===== src/rtl/mips_control_pipeline_track_pkg.sv =====
// Shared constants and predicates for the execute-side control tracking pipeline.
package mips_control_pipeline_track_pkg;

  // A bubble is an all-zero slot: not valid, no control bits set, no destination.
  localparam logic BUBBLE_FILL = 1'b0;

  function automatic int fwd_sel_w(input int stages);
    return $clog2(stages + 1);
  endfunction

  function automatic logic is_writer(input logic valid, input logic write_flag,
                                     input logic dest_nonzero);
    return valid & write_flag & dest_nonzero;
  endfunction

  function automatic logic src_match(input logic uses, input logic src_nonzero,
                                     input logic equal);
    return uses & src_nonzero & equal;
  endfunction

endpackage


===== src/rtl/mips_control_pipeline_track_forward.sv =====
// Priority match of one source register against the tracked stages; the lowest stage wins.
module mips_control_pipeline_track_forward
  import mips_control_pipeline_track_pkg::*;
#(
  parameter int STAGES = 3,
  parameter int REG_W  = 5,
  parameter int SEL_W  = 2
) (
  input  logic [REG_W-1:0]        src,
  input  logic                    uses,
  input  logic [STAGES-1:0]       candidate,
  input  logic [STAGES*REG_W-1:0] dest,
  output logic [SEL_W-1:0]        sel
);

  logic [STAGES-1:0] hit;

  for (genvar s = 0; s < STAGES; s++) begin : g_hit
    assign hit[s] = candidate[s] &
                    src_match(uses, src != '0, dest[s*REG_W +: REG_W] == src);
  end

  // Walk from the oldest stage down so the youngest matching writer overrides.
  always_comb begin
    // NOTE: default first so every path assigns sel and no latch is inferred.
    sel = '0;
    for (int s = STAGES - 1; s >= 0; s--) begin
      if (hit[s]) sel = SEL_W'(s + 1);
    end
  end

endmodule


===== src/rtl/mips_control_pipeline_track.sv =====
// Tracks decoded control words through EX..WB, with load-use bubbles, flush, hold and forwarding.
module mips_control_pipeline_track
  import mips_control_pipeline_track_pkg::*;
#(
  parameter int CONTROL_W   = 32,
  parameter int STAGES      = 3,
  parameter int REG_W       = 5,
  parameter int WRITE_BIT   = 0,
  parameter int LOAD_BIT    = 1,
  parameter int FLUSH_DEPTH = 1,
  parameter int COUNT_W     = 16
) (
  input  logic                            clock,
  input  logic                            resetN,
  input  logic                            inValid,
  input  logic [CONTROL_W-1:0]            inControl,
  input  logic [REG_W-1:0]                inDest,
  input  logic [REG_W-1:0]                inSrcA,
  input  logic [REG_W-1:0]                inSrcB,
  input  logic                            inUsesA,
  input  logic                            inUsesB,
  input  logic                            holdAll,
  input  logic                            flush,
  output logic                            inReady,
  output logic [STAGES-1:0]               stageValid,
  output logic [STAGES*CONTROL_W-1:0]     stageControl,
  output logic [STAGES*REG_W-1:0]         stageDest,
  output logic [fwd_sel_w(STAGES)-1:0]    forwardA,
  output logic [fwd_sel_w(STAGES)-1:0]    forwardB,
  output logic [COUNT_W-1:0]              bubbleCount
);

  localparam int SEL_W = fwd_sel_w(STAGES);

  logic [STAGES-1:0] writer;
  logic [STAGES-1:0] fwd_candidate;
  logic              load0;
  logic              hazard;

  for (genvar s = 0; s < STAGES; s++) begin : g_stage
    logic                 v_q, v_d;
    logic [CONTROL_W-1:0] c_q, c_d;
    logic [REG_W-1:0]     d_q, d_d;

    if (s == 0) begin : g_head
      always_comb begin
        v_d = inValid;
        c_d = inValid ? inControl : {CONTROL_W{BUBBLE_FILL}};
        d_d = inValid ? inDest : {REG_W{BUBBLE_FILL}};
        if (flush || hazard) begin
          v_d = BUBBLE_FILL;
          c_d = {CONTROL_W{BUBBLE_FILL}};
          d_d = {REG_W{BUBBLE_FILL}};
        end
      end
    end else begin : g_tail
      localparam bit IN_FLUSH = (s < FLUSH_DEPTH);
      always_comb begin
        v_d = stageValid[s-1];
        c_d = stageControl[(s-1)*CONTROL_W +: CONTROL_W];
        d_d = stageDest[(s-1)*REG_W +: REG_W];
        if (IN_FLUSH && flush) begin
          v_d = BUBBLE_FILL;
          c_d = {CONTROL_W{BUBBLE_FILL}};
          d_d = {REG_W{BUBBLE_FILL}};
        end
      end
    end

    // NOTE: sequential state uses non-blocking assignments so every stage samples pre-edge values.
    always_ff @(posedge clock or negedge resetN) begin
      if (!resetN) begin
        v_q <= 1'b0;
        c_q <= '0;
        d_q <= '0;
      end else if (!holdAll) begin
        v_q <= v_d;
        c_q <= c_d;
        d_q <= d_d;
      end
    end

    assign stageValid[s]                           = v_q;
    assign stageControl[s*CONTROL_W +: CONTROL_W]  = c_q;
    assign stageDest[s*REG_W +: REG_W]             = d_q;
    assign writer[s] = is_writer(v_q, c_q[WRITE_BIT], d_q != '0);
  end

  assign load0 = stageControl[LOAD_BIT];

  // A load in EX has no result yet, so it can only cause a stall, never a forward.
  always_comb begin
    fwd_candidate    = writer;
    fwd_candidate[0] = writer[0] & ~load0;
  end

  assign hazard = inValid & writer[0] & load0 &
                  (src_match(inUsesA, inSrcA != '0, inSrcA == stageDest[REG_W-1:0]) |
                   src_match(inUsesB, inSrcB != '0, inSrcB == stageDest[REG_W-1:0]));

  assign inReady = !holdAll && (flush || !hazard);

  always_ff @(posedge clock or negedge resetN) begin
    if (!resetN) begin
      bubbleCount <= '0;
    end else if (!holdAll && !flush && hazard && bubbleCount != '1) begin
      bubbleCount <= bubbleCount + COUNT_W'(1);
    end
  end

  mips_control_pipeline_track_forward #(
    .STAGES (STAGES),
    .REG_W  (REG_W),
    .SEL_W  (SEL_W)
  ) u_forward_a (
    .src       (inSrcA),
    .uses      (inUsesA),
    .candidate (fwd_candidate),
    .dest      (stageDest),
    .sel       (forwardA)
  );

  mips_control_pipeline_track_forward #(
    .STAGES (STAGES),
    .REG_W  (REG_W),
    .SEL_W  (SEL_W)
  ) u_forward_b (
    .src       (inSrcB),
    .uses      (inUsesB),
    .candidate (fwd_candidate),
    .dest      (stageDest),
    .sel       (forwardB)
  );

endmodule


===== config.mk =====
export PLATFORM = sky130hd
export DESIGN_NAME = mips_control_pipeline_track
export DESIGN_NICKNAME = d
export VERILOG_FILES = /design/src/rtl/mips_control_pipeline_track_pkg.sv /design/src/rtl/mips_control_pipeline_track_forward.sv /design/src/rtl/mips_control_pipeline_track.sv
export SDC_FILE = /design/constraint.sdc
export NUM_CORES = 1
export LEC_CHECK = 0
export ABC_CLOCK_PERIOD_IN_PS = 3000
export CELL_PAD_IN_SITES_DETAIL_PLACEMENT = 1
export CELL_PAD_IN_SITES_GLOBAL_PLACEMENT = 2
export CORE_MARGIN = 2
export CORE_UTILIZATION = 30
export CTS_CLUSTER_SIZE = 8
export DETAILED_ROUTE_END_ITERATION = 10
export PLACE_DENSITY = 0.9
export SLEW_MARGIN = 25
export SYNTH_ARGS = -nofsm -noshare
export SYNTH_HDL_FRONTEND = slang
export SYNTH_HIERARCHICAL = 1
export SYNTH_SLANG_ARGS = --single-unit

===== constraint.sdc =====
create_clock -name clock -period 3 [get_ports clock]
set_input_delay 0.6 -clock clock [delete_from_list [all_inputs] [get_ports clock]]
set_output_delay 0.6 -clock clock [all_outputs]
set_load 0.005 [all_outputs]

## Word-level counts from Yosys, hierarchy flattened

Cells that the tools add are included.

- Output and inout port bits: 135
- Input port bits: 54
- Word-level logic and storage cells: 73
- Register bits after elaboration: 130

- Muxes and demuxes: 11
- Bitwise gates (word level): 28
- Reduce and logical (&&, ||, !) cells: 14
- Add/sub/neg operators: 1
- Equal/unequal tests: 9

Operators with widths:

| kind | count |
|---|---|
| $mux 32 | 2 |
| $eq 5x5->1 | 8 |
| $and 1x1->1 | 26 |
| $reduce_bool 5->1 | 5 |
| $add 16x1->16 const B | 1 |
| $ne 16x16->1 const B | 1 |
| $mux 2 | 6 |
| $mux 5 | 2 |
| $logic_and 1x1->1 | 4 |
| $logic_not 1->1 | 3 |
| $logic_or 1x1->1 | 2 |
| $mux 1 | 1 |
| $not 1->1 | 1 |
| $or 1x1->1 | 1 |

## Logic depth before layout (Yosys ltp)

- Word-level depth: 8
- Depth in mapped cells: 8
- Depth with buffers taken out: 7

## By module

Netlist, hierarchy kept.

Modules (own cells, without submodules):

| module | times used | cells an instance | seq. area each (µm²) | area each (µm²) |
|---|---|---|---|---|
| mips_control_pipeline_track | 1 | 352 | 3,253.1 | 5,147.4 |
| mips_control_pipeline_track_forward | 2 | 26 | 0.0 | 217.7 |

## Least setup slack after synthesis

No wires, ideal clock.

- Path type: in2out
- Start: input port inSrcA[4]
- End: output port inReady
- Stages: 6
- Slack: 0.603 ns
- Required time: 2.400 ns
- Path buffers: 1
- Data arrival time: 1.797 ns
- Cell sequence: xor2_1 nor4_1 nand3_1 a211oi_4 buf_2 a21oi_1

- Word-level cells in the longest chain between the ends: 8

Ends and longest elaborated chain:

| what | line | text |
|---|---|---|
| from (decl) | mips_control_pipeline_track.sv:18 | `input logic [REG_W-1:0] inSrcA,` |
| $reduce_bool 5->1 | mips_control_pipeline_track.sv:98 | `(src_match(inUsesA, inSrcA != '0, inSrcA == stageDest[REG_W-1:0]) \|` |
| $and 1x1->1 | mips_control_pipeline_track_pkg.sv:18 | `return uses & src_nonzero & equal;` |
| $and 1x1->1 (*) | mips_control_pipeline_track_pkg.sv:18 |  |
| $or 1x1->1 (*) | mips_control_pipeline_track.sv:98 |  |
| $and 1x1->1 (*) | mips_control_pipeline_track.sv:97 | `assign hazard = inValid & writer[0] & load0 &` |
| $logic_not 1->1 (*) | mips_control_pipeline_track.sv:101 | `assign inReady = !holdAll && (flush \|\| !hazard);` |
| $logic_or 1x1->1 (*) | mips_control_pipeline_track.sv:101 |  |
| $logic_and 1x1->1 (*) | mips_control_pipeline_track.sv:101 |  |
| to (decl) | mips_control_pipeline_track.sv:24 | `output logic inReady,` |

Every way passes the cells marked *; elsewhere a longest branch is shown, timed or not.

## Worst setup path in the final report

- Start: input port inSrcA[4]
- End: output port forwardA[0]

- Word-level cells in the longest chain between the ends: 7

Ends and longest elaborated chain:

| what | line | text |
|---|---|---|
| $reduce_bool 5->1 | mips_control_pipeline_track_forward.sv:20 | `src_match(uses, src != '0, dest[s*REG_W +: REG_W] == src);` |
| $and 1x1->1 (2 in a row) | mips_control_pipeline_track_pkg.sv:18 |  |
| $and 1x1->1 | mips_control_pipeline_track_forward.sv:19 | `assign hit[s] = candidate[s] &` |
| $mux 2 (2 in a row) | mips_control_pipeline_track_forward.sv:28 | `if (hit[s]) sel = SEL_W'(s + 1);` |
| $mux 2 (*) | mips_control_pipeline_track_forward.sv:28 |  |
| to (decl) | mips_control_pipeline_track.sv:28 | `output logic [fwd_sel_w(STAGES)-1:0] forwardA,` |

Marks and branches as above.

==> impl_metrics.ini <==
[placement]
dp_hpwl_um = 11100
io_buffers = 188
gp_congestion = 0.872

[sta]
finClkSkew_ns = 0.00854
setup_tns_ns = 0
fin_crit_ns = 2.95
finalCritPeriodShare_pct = 98.4
setup_viol = 0
rsz0062_at_grt = no
max_slew_margin_pct = 51.4
slew_viol_final = 0
worstMarginPinSlew_ns = 0.729
clock.fmax_mhz = 339
hold_viol = 0

[clocking]
clock_latency_ns = 0.41
ctsRootBufferMaster = clkbuf_16
cts_tree = built
clk_path_buf_depth = 2
clkSlewWorstSetupHoldPaths_ns = 0.05
cts_inserted_buffers = 17
clkSinkCount = 130
htreeDepth = 4

[logic_synthesis]
synth.avg_cell_area_um2 = 13.8
synth.distinct_cells = 35
yosys_warnings = 6
ys_ff_latch = 130
synth_flop_cell = dfrtp_1
synthArstFlopShare_pct = 100
synth_top_area_share_pct = 58.3
syn_inst = 404
yosysTopAreaCell = dfrtp_1
synth.area.top_cells = dfrtp_1, mux2_2, a22o_1
synth_area_mm2 = 0.00558
synth_edf_count = 0
ys_seq_area_share_pct = 58.3
syn-num-nets = 459

[pwr]
p_int_w = 0.00353
vdd_drop_max_uv = 369
seqPwrFrac_pct = 42.5
power_density_mw_per_mm2 = 546
p_sw_w = 0.00113
power.share.clock_pct = 43.3
p_leak_nw = 3.87
comb_power_share_pct = 14.2
power_switching_share_pct = 24.3

[routing]
num_vias = 4238
drc = 0
ant_nets = 0
wl_per_cell_um = 18.7
firstDrtPassIters = 4
first_iter_violations = 105
drt-total-wl_um = 16100
viasPerCell = 4.91

[grt]
grt_max_degree = 131
grt_usage_pct = 16.7
grt_pass1_wl_um = 25900
grt_overflow_total = 0
antenna_found_initial = 1
grt_pass1_vias = 4645

[floorplanning]
die_h_um = 140
die_area_mm2 = 0.0197
die_x_um = 140
placementRows = 49
fp.coreArea_mm2 = 0.0181
initial_core_util_pct = 30.9
ioPinCount = 189

[finish]
drive_above_1_share_pct = 25.2
area.growth.synth_to_final_pct = 52.9
utilization_pct = 47.2
antenna_cells = 0
nNetsFinal = 676

[setup_path]
cp-end-kind = output pin
slowest_delay_ns = 0.53
required_ns = 2.40
slowest_stage = or4_1
crit_chain = dlygate4sd2_1 -> or4_1 -> o21a_1 -> buf_4 -> nand4_1 -> buf_4 -> o21ai_2 -> dlygate4sd2_1
critPathTopFamily = buffers and inverters
criticalPathCategory = in2out
worst-path-buf-inv = 4
startpoint_type = input pin
crit_fanout = 3
crit_arrival_ns = 2.35

[status]
status = finished clean

[job]
drv_cap = 0

[min_path]
hp-class = in2async
[Yosys cell counts (all sizes together), types with 3 or more instances]
cell type	number
nand4	16
and4	3
nand2	7
or4	3
mux2	77
nor3	3
nor4	9
dfrtp	130
clkbuf	13
xnor2	22
xor2	32
a22o	37
nand3	9
buf	8
nor2	5
and3	9
[placed cells by master (no fill, tap or decap), drive strengths merged, types with 3 or more instances in the layout]
cell type,n
and4,3
xor2,32
nor4,9
mux2,77
nor2,5
inv,4
clkdlybuf4s50,172
a22o,37
and3,9
nand4,16
buf,33
clkbuf,19
nor3,3
xnor2,22
nand2,7
or4,3
clkinvlp,5
dlygate4sd2,10
clkinv,4
nand3,9
dfrtp,130
[repair_timing]
| item | in CTS | in global routing |
|---|---|---|
| cloned | 0 | 0 |
| gates resized for setup | 24 | 4 |
| pin swaps | 8 | 4 |
| endpoints found under the setup margin | 5 | 3 |
| hold buffers | 0 | 0 |
| hold endpoints to repair | 0 | 0 |
| setup buffers | 4 | 1 |
[final timing paths]
| kind | startpoint | end | slack [ns] | cells after the start |
|---|---|---|---|---|
| hold reg to reg | bubbleCount[12] | bubbleCount[12] | 0.49 | 1 |
| hold / removal | resetN | g_stage[0].d_q[0] | 0.28 | 2 |
| setup reg to reg | g_stage[0].d_q[1] | g_stage[0].c_q[14] | 0.37 | 9 |
| setup / recovery | inSrcA[4] | forwardA[0] | 0.05 | 8 |
| min in group clock | bubbleCount[12] | bubbleCount[12] | 0.49 | 1 |
| max in group asynchronous | resetN | g_stage[0].c_q[21] | 2.15 | 2 |
[registers in the layout, indices dropped and copies added, names as in the netlist]
name and count:
g_stage.c_q 96, g_stage.d_q 15, g_stage.v_q 3, bubbleCount 16
[kinds of logic (layout without fill, tap and decap cells)]
family | Yosys count | after routing | synth area share [%]
and+or+nand+nor | 68 | 68 | 7.40
muxes | 77 | 77 | 15.5
DFF | 130 | 130 | 58.3
buffers and inverters | 23 | 253 | 2.13
adders and majority gates | 1 | 1 | 0.224
xor gates and xnor gates | 54 | 54 | 8.47
AOI/OAI and AO/OA | 51 | 51 | 7.98
[layout make-up]
class	count	area [um^2]
clock buffer	19	443
clock inverter	13	135
fill	1826	9550
inverter	2	7.51
multi-input combinational	251	2260
sequential	130	3260
tap	229	287
timing repair buffer	219	2150
[power by group through the flow]
stage          clock [W]  combinational (W)  sequential [W]
6_report         0.00202           0.000663         0.00198
4_1_cts          0.00208           0.000669         0.00198
3_5_place_dp           0           0.000658         0.00201
3_3_place_gp           0           0.000638         0.00200
5_1_grt          0.00216           0.000711         0.00200
2_1_floorplan          0           0.000216         0.00200
[through the flow]
step | setup slack, ns | hold WS, ns | cell area [um^2] | std cells | total power, W
after floorplan | 0.603 | 0.304 | 5580 | 404 | 0.00221
after global placement | -0.261 | 0.482 | 7850 | 825 | 0.00264
after detailed placement | -0.345 | 0.496 | 7850 | 825 | 0.00267
after CTS | -0.118 | 0.325 | 8490 | 861 | 0.00473
after global routing | 0.00331 | 0.342 | 8540 | 863 | 0.00487
final | 0.0481 | 0.282 | 8540 | 863 | 0.00466
[per-layer routing]
metal  wire length [um]  share of wire [%]  track usage [%]
met1               6790                 42             20.6
met2               8010                 50             27.6
met3               1190                7.3             6.36
met4                140               0.87             4.52
met5                 16              0.099                0
Note: power is estimated with default switching activity, not from simulation.
